==> config.mk <==
export PLATFORM = sky130hd
export DESIGN_NAME = pc_unit
export DESIGN_NICKNAME = d
export VERILOG_FILES = /design/src/rtl/pc_unit.sv
export SDC_FILE = /design/constraint.sdc
export NUM_CORES = 1
export LEC_CHECK = 0
export CAP_MARGIN = 15
export CORE_ASPECT_RATIO = 0.9
export CORE_MARGIN = 1.5
export CORE_UTILIZATION = 54
export CTS_BUF_LIST = sky130_fd_sc_hd__clkbuf_4 sky130_fd_sc_hd__clkbuf_8
export CTS_CLUSTER_DIAMETER = 200
export DETAILED_ROUTE_END_ITERATION = 8
export GPL_TIMING_DRIVEN = 0
export PLACE_DENSITY = 0.79
export SLEW_MARGIN = 10
export SYNTH_ARGS = -nofsm -noshare
export SYNTH_HDL_FRONTEND = slang
export SYNTH_SLANG_ARGS = --single-unit
export TNS_END_PERCENT = 1
==> constraint.sdc <==
create_clock -name clk -period 2.75 [get_ports clk]
set_clock_uncertainty 0.2 [all_clocks]
set_input_delay 0.55 -clock clk [delete_from_list [all_inputs] [get_ports clk]]
set_output_delay 0.55 -clock clk [all_outputs]
set_load 0.01 [all_outputs]
==> src/rtl/pc_unit.sv <==
// Program counter with sequential advance, branch/call redirect and a circular
// return-address stack; one action per cycle with stall > call > branch > ret > advance.
module pc_unit #(
  parameter int unsigned PC_W      = 5,
  parameter int unsigned STEP      = 1,
  parameter int unsigned RESET_VEC = 0,
  parameter int unsigned RAS_DEPTH = 4
) (
  input  logic            clk,
  input  logic            rst,
  input  logic            stall,
  input  logic            branch,
  input  logic            call,
  input  logic            ret,
  input  logic [PC_W-1:0] target,
  output logic [PC_W-1:0] pc,
  output logic            pc_valid,
  output logic            ras_empty,
  output logic            ras_full,
  output logic            ras_err
);

  localparam int unsigned AW = (RAS_DEPTH > 1) ? $clog2(RAS_DEPTH) : 1;
  localparam int unsigned CW = AW + 1;

  localparam logic [PC_W-1:0] StepW  = PC_W'(STEP);
  localparam logic [PC_W-1:0] RstVec = PC_W'(RESET_VEC);
  localparam logic [CW-1:0]   DepthC = CW'(RAS_DEPTH);

  typedef enum logic [2:0] {
    ActHold,
    ActCall,
    ActBranch,
    ActRet,
    ActUnderflow,
    ActAdvance
  } act_e;

  logic [PC_W-1:0] pc_q, pc_d;
  logic            valid_q;
  logic [CW-1:0]   cnt_q, cnt_d;
  logic [AW-1:0]   ptr_q, ptr_d;
  logic            err_q, err_d;
  logic [PC_W-1:0] stack_q [RAS_DEPTH];

  act_e            act;
  logic            push;
  logic            full;
  logic [PC_W-1:0] seq_pc;
  logic [AW-1:0]   top_idx;

  assign full    = (cnt_q == DepthC);
  assign seq_pc  = pc_q + StepW;
  // ptr_q is the next free slot; the newest entry sits one below it (mod depth).
  assign top_idx = ptr_q - AW'(1);

  always_comb begin
    act = ActAdvance;
    if (stall) begin
      act = ActHold;
    end else if (call) begin
      act = ActCall;
    end else if (branch) begin
      act = ActBranch;
    end else if (ret) begin
      act = (cnt_q == '0) ? ActUnderflow : ActRet;
    end
  end

  always_comb begin
    pc_d  = pc_q;
    cnt_d = cnt_q;
    ptr_d = ptr_q;
    err_d = err_q;
    push  = 1'b0;
    case (act)
      ActHold: ;
      ActCall: begin
        push  = 1'b1;
        pc_d  = target;
        ptr_d = ptr_q + AW'(1);
        // When full the write slot is the oldest entry, so it is overwritten in place.
        if (full) begin
          err_d = 1'b1;
        end else begin
          cnt_d = cnt_q + CW'(1);
        end
      end
      ActBranch: pc_d = target;
      ActRet: begin
        pc_d  = stack_q[top_idx];
        ptr_d = top_idx;
        cnt_d = cnt_q - CW'(1);
      end
      ActUnderflow: begin
        pc_d  = seq_pc;
        err_d = 1'b1;
      end
      default: pc_d = seq_pc;
    endcase
  end

  always_ff @(posedge clk) begin
    if (!rst) begin
      pc_q    <= RstVec;
      valid_q <= 1'b0;
      cnt_q   <= '0;
      ptr_q   <= '0;
      err_q   <= 1'b0;
    end else begin
      pc_q    <= pc_d;
      valid_q <= 1'b1;
      cnt_q   <= cnt_d;
      ptr_q   <= ptr_d;
      err_q   <= err_d;
    end
  end

  // Entry storage is not reset; cnt_q alone defines which entries are live.
  always_ff @(posedge clk) begin
    if (rst && push) begin
      stack_q[ptr_q] <= seq_pc;
    end
  end

  assign pc        = pc_q;
  assign pc_valid  = valid_q;
  assign ras_empty = (cnt_q == '0);
  assign ras_full  = full;
  assign ras_err   = err_q;

endmodule

### Word-level counts from Yosys, hierarchy flattened

Memories as Yosys holds them, arrays and structs flattened.
Cells that the tools add are included.

| word-level totals | value |
|---|---|
| bits in registers | 12 |
| memories kept | 1 |
| RAM bits | 20 |

| cells by class | value |
|---|---|
| eq/ne operators | 7 |
| multiplexer cells | 15 |
| add/subtract/negate cells | 5 |
| reduce and logical (&&, ||, !) cells | 8 |

Memory list:

| name | words | bits a word | read ports | clocked after memory_dff | write ports | line | source |
|---|---|---|---|---|---|---|---|
| stack_q | 4 | 5 | 1 | 0 | 1 | 44 | `logic [PC_W-1:0] stack_q [RAS_DEPTH];` |

Operator list:

| kind | count |
|---|---|
| 3-bit two-way mux | 6 |
| 5-bit one-hot mux with 3 select lines | 1 |
| 3-bit by 2-bit equality test with 1-bit output (second input constant) | 2 |
| 3-bit equality test (second input constant) | 2 |
| 3-bit zero test | 2 |
| 3-bit one-hot mux with 2 select lines | 1 |
| 5-bit by 1-bit adder with 5-bit output (second input constant) | 1 |
| 1-bit two-way mux | 5 |
| 2-bit inequality test (second input constant) | 2 |
| 2-bit one-hot mux with 2 select lines | 1 |
| 2-bit AND reduction | 2 |
| 2-bit nonzero test | 2 |
| 3-bit by 1-bit adder with 3-bit output (second input constant) | 1 |
| 3-bit by 1-bit equality test with 1-bit output (second input constant) | 1 |
| 3-bit by 1-bit subtractor with 3-bit output (second input constant) | 1 |
| 2-bit by 1-bit adder with 2-bit output (second input constant) | 1 |
| 1-bit one-hot mux with 2 select lines | 1 |
| 2-bit OR reduction | 1 |
| 2-bit by 1-bit subtractor with 2-bit output (second input constant) | 1 |
| 1-bit logical AND | 1 |

### Depth between registers and ports, before layout

Gate-level depths: netlist of the first run.

| logic depth | value |
|---|---|
| word-level depth | 11 |
| depth in mapped cells | 8 |

### Least setup slack after synthesis of the first run

Ideal clock, no wire load.

| timing | value |
|---|---|
| kind | input port to flip-flop |
| start point | input stall |
| end point | register cnt_q[2] |
| stages | 8 |
| path slack | 245 ps |
| library setup time | 121 ps |
| buffers on the path | 1 |
| required time | 2,429 ps |
| data arrival time | 2,183 ps |
| cells stage by stage | buf_6 -> or4b_4 -> nor2_4 -> inv_4 -> fa_1 -> nor3_1 -> a21oi_1 -> mux2i_1 |

| between the ends | value |
|---|---|
| word-level cells in the longest chain between the ends | 4 |

Ends and longest elaborated chain:

| what | line | source |
|---|---|---|
| start: declaration | 11 | `input logic stall,` |
| 3-bit two-way mux * | 59 | `if (stall) begin` |
| 3-bit by 1-bit equality test with 1-bit output or 3-bit by 2-bit equality test with 1-bit output (tied branches) | 76 | `case (act)` |
| 2-bit inequality test (no source line) or 2-bit nonzero test (tied branches) | -- |  |
| 2-bit AND reduction (no source line) | -- |  |
| end signal: assignment | 113 | `cnt_q <= cnt_d;` |
| end: declaration | 41 | `logic [CW-1:0] cnt_q, cnt_d;` |

Mark *: on every way between the ends. The rest lies on a longest branch, timed or not.
A chain may end at the register's enable or synchronous reset.

### Worst setup path in the final report of the first run

| timing | value |
|---|---|
| start point | input call |
| end point | register cnt_q[2] |

| between the ends | value |
|---|---|
| word-level cells in the longest chain between the ends | 5 |

Ends and longest elaborated chain:

| what | line | source |
|---|---|---|
| start: declaration | 13 | `input logic call,` |
| 3-bit two-way mux * | 61 | `end else if (call) begin` |
| 3-bit two-way mux * | 59 |  |
| 3-bit by 1-bit equality test with 1-bit output or 3-bit by 2-bit equality test with 1-bit output (tied branches) | 76 |  |
| 2-bit inequality test (no source line) or 2-bit nonzero test (tied branches) | -- |  |
| 2-bit AND reduction (no source line) | -- |  |

Marked as above.

==> qor.csv, run 1 <==
metric;value;unit
first_iter_violations;97;
num_vias;1080;
wl;3030;microns
finalWeightedCongestion;0.762;
start_kind;input port;
synth_top_area_share;40.7;%
cts_tree;done;
drtAntennaViolNets;0;
worstSetupPathType;in2reg;
fmax;374;MHz
syn_nets;134;
io_pins;20;
cts_hold_buf;0;
dieArea;0.00306;sq mm
setup-violations-final;0;
total_power;1.05;mW
design_area;0.00180;sq mm
drv_slew;0;
worst_setup_path_end_kind;register;
grt_pass1_vias;1030;
min_path_type;reg2reg;
wl_per_cell;17.4;microns
grt_antenna_before_repair;0;
hold_viol_final;0;
postPlaceCellArea;0.00169;sq mm
yosys_warnings;0;
fill_cells;178;
die_x;58.1;microns
clock-sinks;32;
die_height;52.6;microns
synth_cell_type_count;34;
max_cap_violations;0;
period_share;97.3;%
violations;DRC;
rows;17;
drive_above_1_share;15.8;%
synth_seq_area_share;56.9;%
cts_root_buffer;clkbuf_4;
drc_errors;2;
syn2layout_area_growth;21.9;%
ir_drop;0.452;mV
cp_cell_sequence;clkdlybuf4s50_1, or4b_4, nor2_4, inv_4, fa_1, a21oi_1, mux2i_1;
grt_pass1_wl;4860;microns
status;finished, violations left;
numCtsBuffers;5;
finalCriticalPeriod;2670;ps
fin_hold_ws;273;ps
synth-seq-cells;32;
synth_area_leaders;edfxtp_1, dfxtp_1, mux4_2;
critPathRequiredTime;2800;ps
cp_max_fo;10;
cp.arrival;2730;ps
tightest_slew;553;ps
worst_path_max_delay_cell;or4b_4;
max_slew_margin;62.8;%
grt_usage;22.6;%
num-nets-final;162;
coreArea;0.00253;sq mm
grt_max_degree;12;
n_antenna_cell;0;
syn_area_per_cell;12.6;sq um
hpwl;2150;microns
p_leak;0.659;nW
power_density;581;mW/mm^2
clk_pin_slew_worst_paths;110;ps
max_stage_delay;540;ps
dr.pass1.iters;6;
drt-vias-per-instance;6.21;
yosysTopAreaCell;edfxtp_1;
post-route-util;71.1;%
grt_overflow;0;
netlist_instances;117;
synth_area;0.00148;sq mm
rsz0062_at_grt;no;
clockBufferDepth;2;
h-tree-depth;2;
port_buffers;18;
start_util;58.3;%
worstSkewPairLatency;320;ps
-- state kept, by name (all words and copies together), names as in the netlist --
signal and cells:
cnt_q 3, stack_q 20, pc 5, pc_valid 1, ras_err 1, ptr_q 2
-- final timing paths --
path,slack [ps],endpoint,startpoint,cells past startpoint
max,80,cnt_q[2],call,7
min,270,ras_err,ras_err,1
max reg2reg,260,pc[0],ptr_q[0],7
min reg2reg,270,ras_err,ras_err,1
-- layout by cell type (no fill, tap or decap), types with 2 or more instances in the layout --
cell,count
a21oi_1,6
a311oi_1,2
a31oi_1,3
and3_1,5
buf_4,3
clkbuf_1,2
clkbuf_4,5
clkdlybuf4s50_1,18
dfxtp_1,12
edfxtp_1,20
ha_1,5
inv_1,6
mux4_2,5
nand2_1,9
nand2b_1,2
nand3_1,6
nor2_1,4
o21ai_0,8
xnor2_1,3
-- cell usage after synthesis --
| library cell | number |
|---|---|
| inv_1 | 6 |
| a21oi_1 | 6 |
| a31oi_1 | 3 |
| and2_1 | 1 |
| nand3_1 | 6 |
| ha_1 | 5 |
| nand2b_1 | 2 |
| inv_4 | 1 |
| nor3b_1 | 1 |
| o21ai_0 | 8 |
| o211a_1 | 1 |
| o41ai_1 | 1 |
| a311oi_1 | 2 |
| o21a_1 | 1 |
| xnor2_1 | 3 |
| and2b_1 | 1 |
| dfxtp_1 | 12 |
| nor2_1 | 4 |
| buf_6 | 1 |
| nor2_4 | 1 |
| mux2_4 | 1 |
| mux4_2 | 5 |
| or4b_4 | 1 |
| edfxtp_1 | 20 |
| o22ai_1 | 1 |
| and3_1 | 5 |
| a21boi_2 | 1 |
| fa_1 | 1 |
| mux2i_1 | 1 |
| buf_1 | 1 |
| nand2_1 | 9 |
| xor2_1 | 1 |
| nor3_1 | 2 |
| clkbuf_1 | 2 |
-- power by group --
part / switching, mW / internal [mW] / leakage [nW]
Sequential: 0.0156 / 0.531 / 0.281
Combinational: 0.0756 / 0.0719 / 0.337
Clock: 0.162 / 0.189 / 0.0412
Total: 0.253 / 0.793 / 0.659
-- worst max-delay path: cells and delay by family --
kind | cells | cell delay (ps)
multiplexers | 1 | 230
AND/OR/NAND/NOR | 2 | 730
adder cells (fa/ha/maj) | 1 | 410
AO/OA/AOI/OAI | 1 | 230
buffers and inverters | 2 | 570
-- metrics by stage --
stage / cells / worst slack, ps / TNS [ps]
2_1_floorplan: 117 / 245 / 0
6_report: 174 / 75.4 / 0
3_5_place_dp: 163 / -269 / -358
5_1_grt: 174 / 2.93 / 0
4_1_cts: 171 / 84.6 / 0
3_3_place_gp: 163 / -182 / -237
-- layout make-up --
class / count / area [sq um] / share of cell area (%)
sequential: 32 / 841 / 46.7
multi-input combinational: 74 / 589 / 32.8
timing repair buffer: 21 / 203 / 11.3
clock inverter: 3 / 42.5 / 2.36
clock buffer: 5 / 37.5 / 2.09
tap: 28 / 35.0 / 1.95
inverter: 7 / 28.8 / 1.60
buffer: 4 / 22.5 / 1.25
-- kinds of logic after synthesis --
family / after synthesis / synth area share [%]
AOI/OAI and AO/OA: 24 / 10.2
and+or+nand+nor: 33 / 12.1
xor gates and xnor gates: 4 / 2.37
buffers and inverters: 11 / 3.47
adders and majority gates: 6 / 5.59
muxes: 7 / 9.32
DFF: 32 / 56.9
-- what timing repair did --
action,4_1_cts,5_1_grt
setup buffers,0,3
gates resized for setup,0,1
setup endpoints to repair,0,1
-- per-layer routing --
metal	global-route usage [%]	vias up	share of wire, %
met5	0	-	0
met4	7.36	0	0.63
met3	5.93	4	6.8
met2	36.7	51	50
met1	29.7	533	43
li1	-	492	-
Note: power is estimated with default switching activity, not from simulation.
==> inputs of run 2 (changes only) <==
Settings changed: PLACE_DENSITY 0.79 to not set, PLACE_DENSITY_LB_ADDON set to 0.12.
==> run 2 against run 1 <==
Highest routed layer unchanged. Largest cell class unchanged. The flow still finishes with violations (DRC). Combinational power about the same. Wire length down 2.1%. Sequential share of layout area up 0.73 points. Critical path type unchanged. Non-clock buffer count down 3. Maximum frequency up 1.0%.
==> qor.csv, run 2 (synthesis results as in run 1) <==
metric;value;unit
dieArea;0.00306;sq mm
grt_usage;22.2;%
finalCriticalPeriod;2650;ps
drv_slew;0;
clockBufferDepth;2;
cp.arrival;2670;ps
p_leak;0.643;nW
crit_family;simple AND/OR/NAND/NOR gates;
cp_max_fo;10;
critPathRequiredTime;2770;ps
coreArea;0.00253;sq mm
max_slew_margin;60.3;%
cts_hold_buf;0;
syn2layout_area_growth;20.0;%
total_power;1.05;mW
period_share;96.3;%
start_kind;input port;
hold_viol_final;0;
hpwl;2120;microns
r2r-start;ptr_q[0];
most-common-layout-cells;edfxtp_1, clkdlybuf4s50_1, dfxtp_1;
fin_hold_ws;276;ps
max_cap_violations;0;
grt_max_degree;12;
cts_root_buffer;clkbuf_4;
tightest_slew;590;ps
worst-path-buf-inv;2;
worstSkewPairLatency;330;ps
drt-vias-per-instance;5.85;
dp_slack;-229;ps
drive_above_1_share;13.3;%
final_common_cell;edfxtp_1;
cts_tree;done;
setup-violations-final;0;
holdPathEnd;ras_err;
die_x;58.1;microns
regToRegSetupSlack;290;ps
drc_errors;3;
post-route-util;70.0;%
worstSetupPathType;in2reg;
max_stage_delay;530;ps
dr.pass1.iters;6;
largest_reg_flops;20;
post_cts_buffers;0;
io_pins;20;
die_height;52.6;microns
postLayoutSetupSlackWorst;102;ps
num-nets-final;159;
wl_per_cell;17.3;microns
h-tree-depth;2;
clock-sinks;32;
finalWeightedCongestion;0.783;
clk_pin_slew_worst_paths;110;ps
hold_path_startpoint;ras_err;
grt_antenna_before_repair;0;
status;finished, violations left;
r2r_cells;7;
cp_cell_sequence;clkdlybuf4s50_1, or4b_4, nor2_4, inv_4, fa_1, nor3_1, a21oi_1, mux2i_1;
grt_pass1_vias;968;
port_buffers;18;
numCtsBuffers;5;
top_register;stack_q;
worst_path_max_delay_cell;or4b_4;
n_antenna_cell;0;
worst_setup_path_end_kind;register;
drtAntennaViolNets;0;
num_vias;1000;
wl;2960;microns
ir_drop;0.446;mV
start_util;58.3;%
power_density;590;mW/mm^2
first_iter_violations;57;
hold_depth;1;
rsz0062_at_grt;no;
grt_pass1_wl;4740;microns
timing.rr.end;pc[3];
fmax;378;MHz
min_path_type;reg2reg;
grt_overflow;0;
cts_resized;0;
rows;17;
violations;DRC;
run 2: how the worst max path moves through the flow:
| stage | start | endpoint | slack [ps] | cells after the start |
|---|---|---|---|---|
| after floorplan | stall | cnt_q[2] | 250 | 8 |
| after global routing | call | cnt_q[2] | 40 | 8 |
| final | call | cnt_q[2] | 100 | 8 |
| after global placement | call | cnt_q[2] | -200 | 8 |
| after detailed placement | branch | cnt_q[2] | -230 | 8 |
| after CTS | branch | cnt_q[2] | 120 | 8 |
run 2: layout make-up:
cell class,count,area (sq um)
fillers,195,759
flip-flops and latches,32,841
repair buffers,18,180
inverters,7,28.8
plain buffers,4,22.5
clock inverters,3,42.5
well taps,28,35.0
clock buffers,5,37.5
multi-input cells,74,584
run 2: metal layers:
layer	GRT usage, %	up-vias	wire length [microns]
li1	-	484	-
met1	30.8	488	1440
met2	33.7	23	1370
met3	5.93	5	113
met4	8.14	0	40
met5	0	-	0
run 2: power breakdown:
part	switching (mW)	total (mW)	internal [mW]
Combinational	0.0732	0.144	0.0706
Clock	0.167	0.357	0.189
Sequential	0.0137	0.545	0.531
run 2: per-stage QoR:
step	TNS (ps)	instances	area (sq um)
floorplan	0	117	1480
global placement	-274	163	1690
detailed placement	-318	163	1690
CTS	0	171	1770
global route	0	171	1770
finish	0	171	1770
run 2: worst register-to-register path: cells and delay by family (launching register included):
family	cells	cell delay, ps
buf+inv	3	920
mux	1	380
flops	1	370
fa+ha+maj	1	310
simple gates	1	120
compound gates	1	50
==> inputs of run 3 (changes only) <==
Settings changed: DONT_BUFFER_PORTS set to 1.
==> run 3 against run 2 <==
The run still ends with DRC left. Sequential share of layout area grew 5.4 points. Hold slack got worse by 240 ps. Critical path depth is 1 lower. Register-to-register slack about the same. Utilization is 7.1 points lower. Cell area fell by 10%. Setup slack improved by 200 ps. Global-route usage fell by 0.30 points. Largest cell class unchanged. Highest routed layer unchanged.
==> qor.csv, run 3 (synthesis results as in run 1) <==
metric;value;unit
cp_max_fo;8;
rsz0062_at_grt;no;
cts_hold_buf;0;
sw_frac_of_total;24.3;%
grt_pass1_wl;4660;microns
wl_per_cell;18.1;microns
ir_drop;0.324;mV
cp_cell_sequence;clkbuf_1, inv_1, ha_1, clkbuf_1, mux4_2, nor2_1, a311oi_1;
finalCriticalPeriod;2450;ps
hpwl;2000;microns
wl;2760;microns
tightest_slew;728;ps
port_buffers;0;
regToRegSetupSlack;300;ps
design_area;0.00159;sq mm
multi_input_area;584;sq um
dieArea;0.00306;sq mm
grt_overflow;0;
cts_resized;0;
power_frac_comb;10.4;%
fill_cells;200;
fmax;408;MHz
crit_end;pc[4];
io_pins;20;
final_common_cell;edfxtp_1;
drc_errors;4;
h-tree-depth;2;
drt-vias-per-instance;6.04;
post_cts_buffers;0;
max_slew_margin;51.1;%
r2r_cells;7;
coreArea;0.00253;sq mm
drive_above_1_share;15.2;%
cts_root_buffer;clkbuf_4;
worst_path_max_delay_cell;clkbuf_1;
grt_pass1_vias;946;
setup-violations-final;0;
instances_no_fill;153;
top_register;stack_q;
num_vias;924;
max_stage_delay;430;ps
finalWeightedCongestion;0.806;
most-common-layout-cells;edfxtp_1, dfxtp_1, nand2_1;
intPower;0.764;mW
period_share;89.1;%
postPlaceCellArea;0.00151;sq mm
status;finished, violations left;
num-nets-final;141;
largest_reg_flops;20;
p_leak;0.575;nW
rows;17;
cts_tree;done;
fin_tns_setup;0;ps
timing.rr.end;pc[4];
worstSetupPathType;reg2reg;
clkPwrFrac;35.1;%
total_power;1.01;mW
p_seq_share;54.5;%
hold_viol_final;0;
seq_area;841;sq um
violations;DRC;
start_kind;register;
clockBufferDepth;2;
dp_slack;94.0;ps
post-route-util;62.9;%
dr.pass1.iters;8;
r2r-start;ptr_q[0];
power_density;634;mW/mm^2
min_path_type;in2reg;
placed_cells;145;
grt_usage;21.9;%
cp.arrival;2470;ps
cp_common_cell;clkbuf_1;
clk_pin_slew_worst_paths;100;ps
worst_setup_path_end_kind;register;
drv_slew;0;
start_util;58.3;%
critPathRequiredTime;2770;ps
die_x;58.1;microns
first_iter_violations;55;
worstSetupStartpoint;ptr_q[0];
die_height;52.6;microns
grt_max_degree;12;
n_antenna_cell;0;
postLayoutSetupSlackWorst;299;ps
switching_power;0.245;mW
syn2layout_area_growth;7.80;%
worstSkewPairLatency;330;ps
fin_hold_ws;38.1;ps
clock-sinks;32;
max_cap_violations;0;
grt_antenna_before_repair;0;
drtAntennaViolNets;0;
numCtsBuffers;5;
## run 3: changes by cell type in the layout (fill, tap and decap cells not counted)
cell / before / now
clkdlybuf4s50_1: 18 / 0
## run 3: worst min path at each step
stage,start,end,cells past startpoint
2_1_floorplan,cnt_q[2],cnt_q[2],2
3_3_place_gp,cnt_q[2],cnt_q[2],2
3_5_place_dp,cnt_q[2],cnt_q[2],2
4_1_cts,rst,pc_valid,0
5_1_grt,rst,pc_valid,0
6_report,rst,pc_valid,0
## run 3: area by class of cell
cell class,instances,share of cell area [%]
inverter,7,1.81
clock inverter,3,2.67
clock buffer,5,2.36
sequential,32,52.8
tap,28,2.20
buffer,4,1.42
multi-input combinational,74,36.7
## run 3: power groups by stage
stage	Sequential (mW)	Combinational [mW]	Clock (mW)
final	0.550	0.105	0.354
after global routing	0.553	0.120	0.387
after CTS	0.550	0.107	0.364
after detailed placement	0.561	0.106	0
after global placement	0.560	0.101	0
after floorplan	0.556	0.0838	0
## run 3: per-layer routing
layer / share of wire (%) / global-route usage [%] / vias up
li1: - / - / 447
met1: 46 / 27.7 / 446
met2: 47 / 33.5 / 25
met3: 6.4 / 8.15 / 6
met4: 1.0 / 10.1 / 0
met5: 0 / 0 / -
## run 3: worst max-delay path: cells and delay by family (launching register included)
kind            cells  cell delay (ps)
mux                 1              360
flops               1              380
compound gates      1               60
simple gates        1              120
buf+inv             3              920
fa+ha+maj           1              310
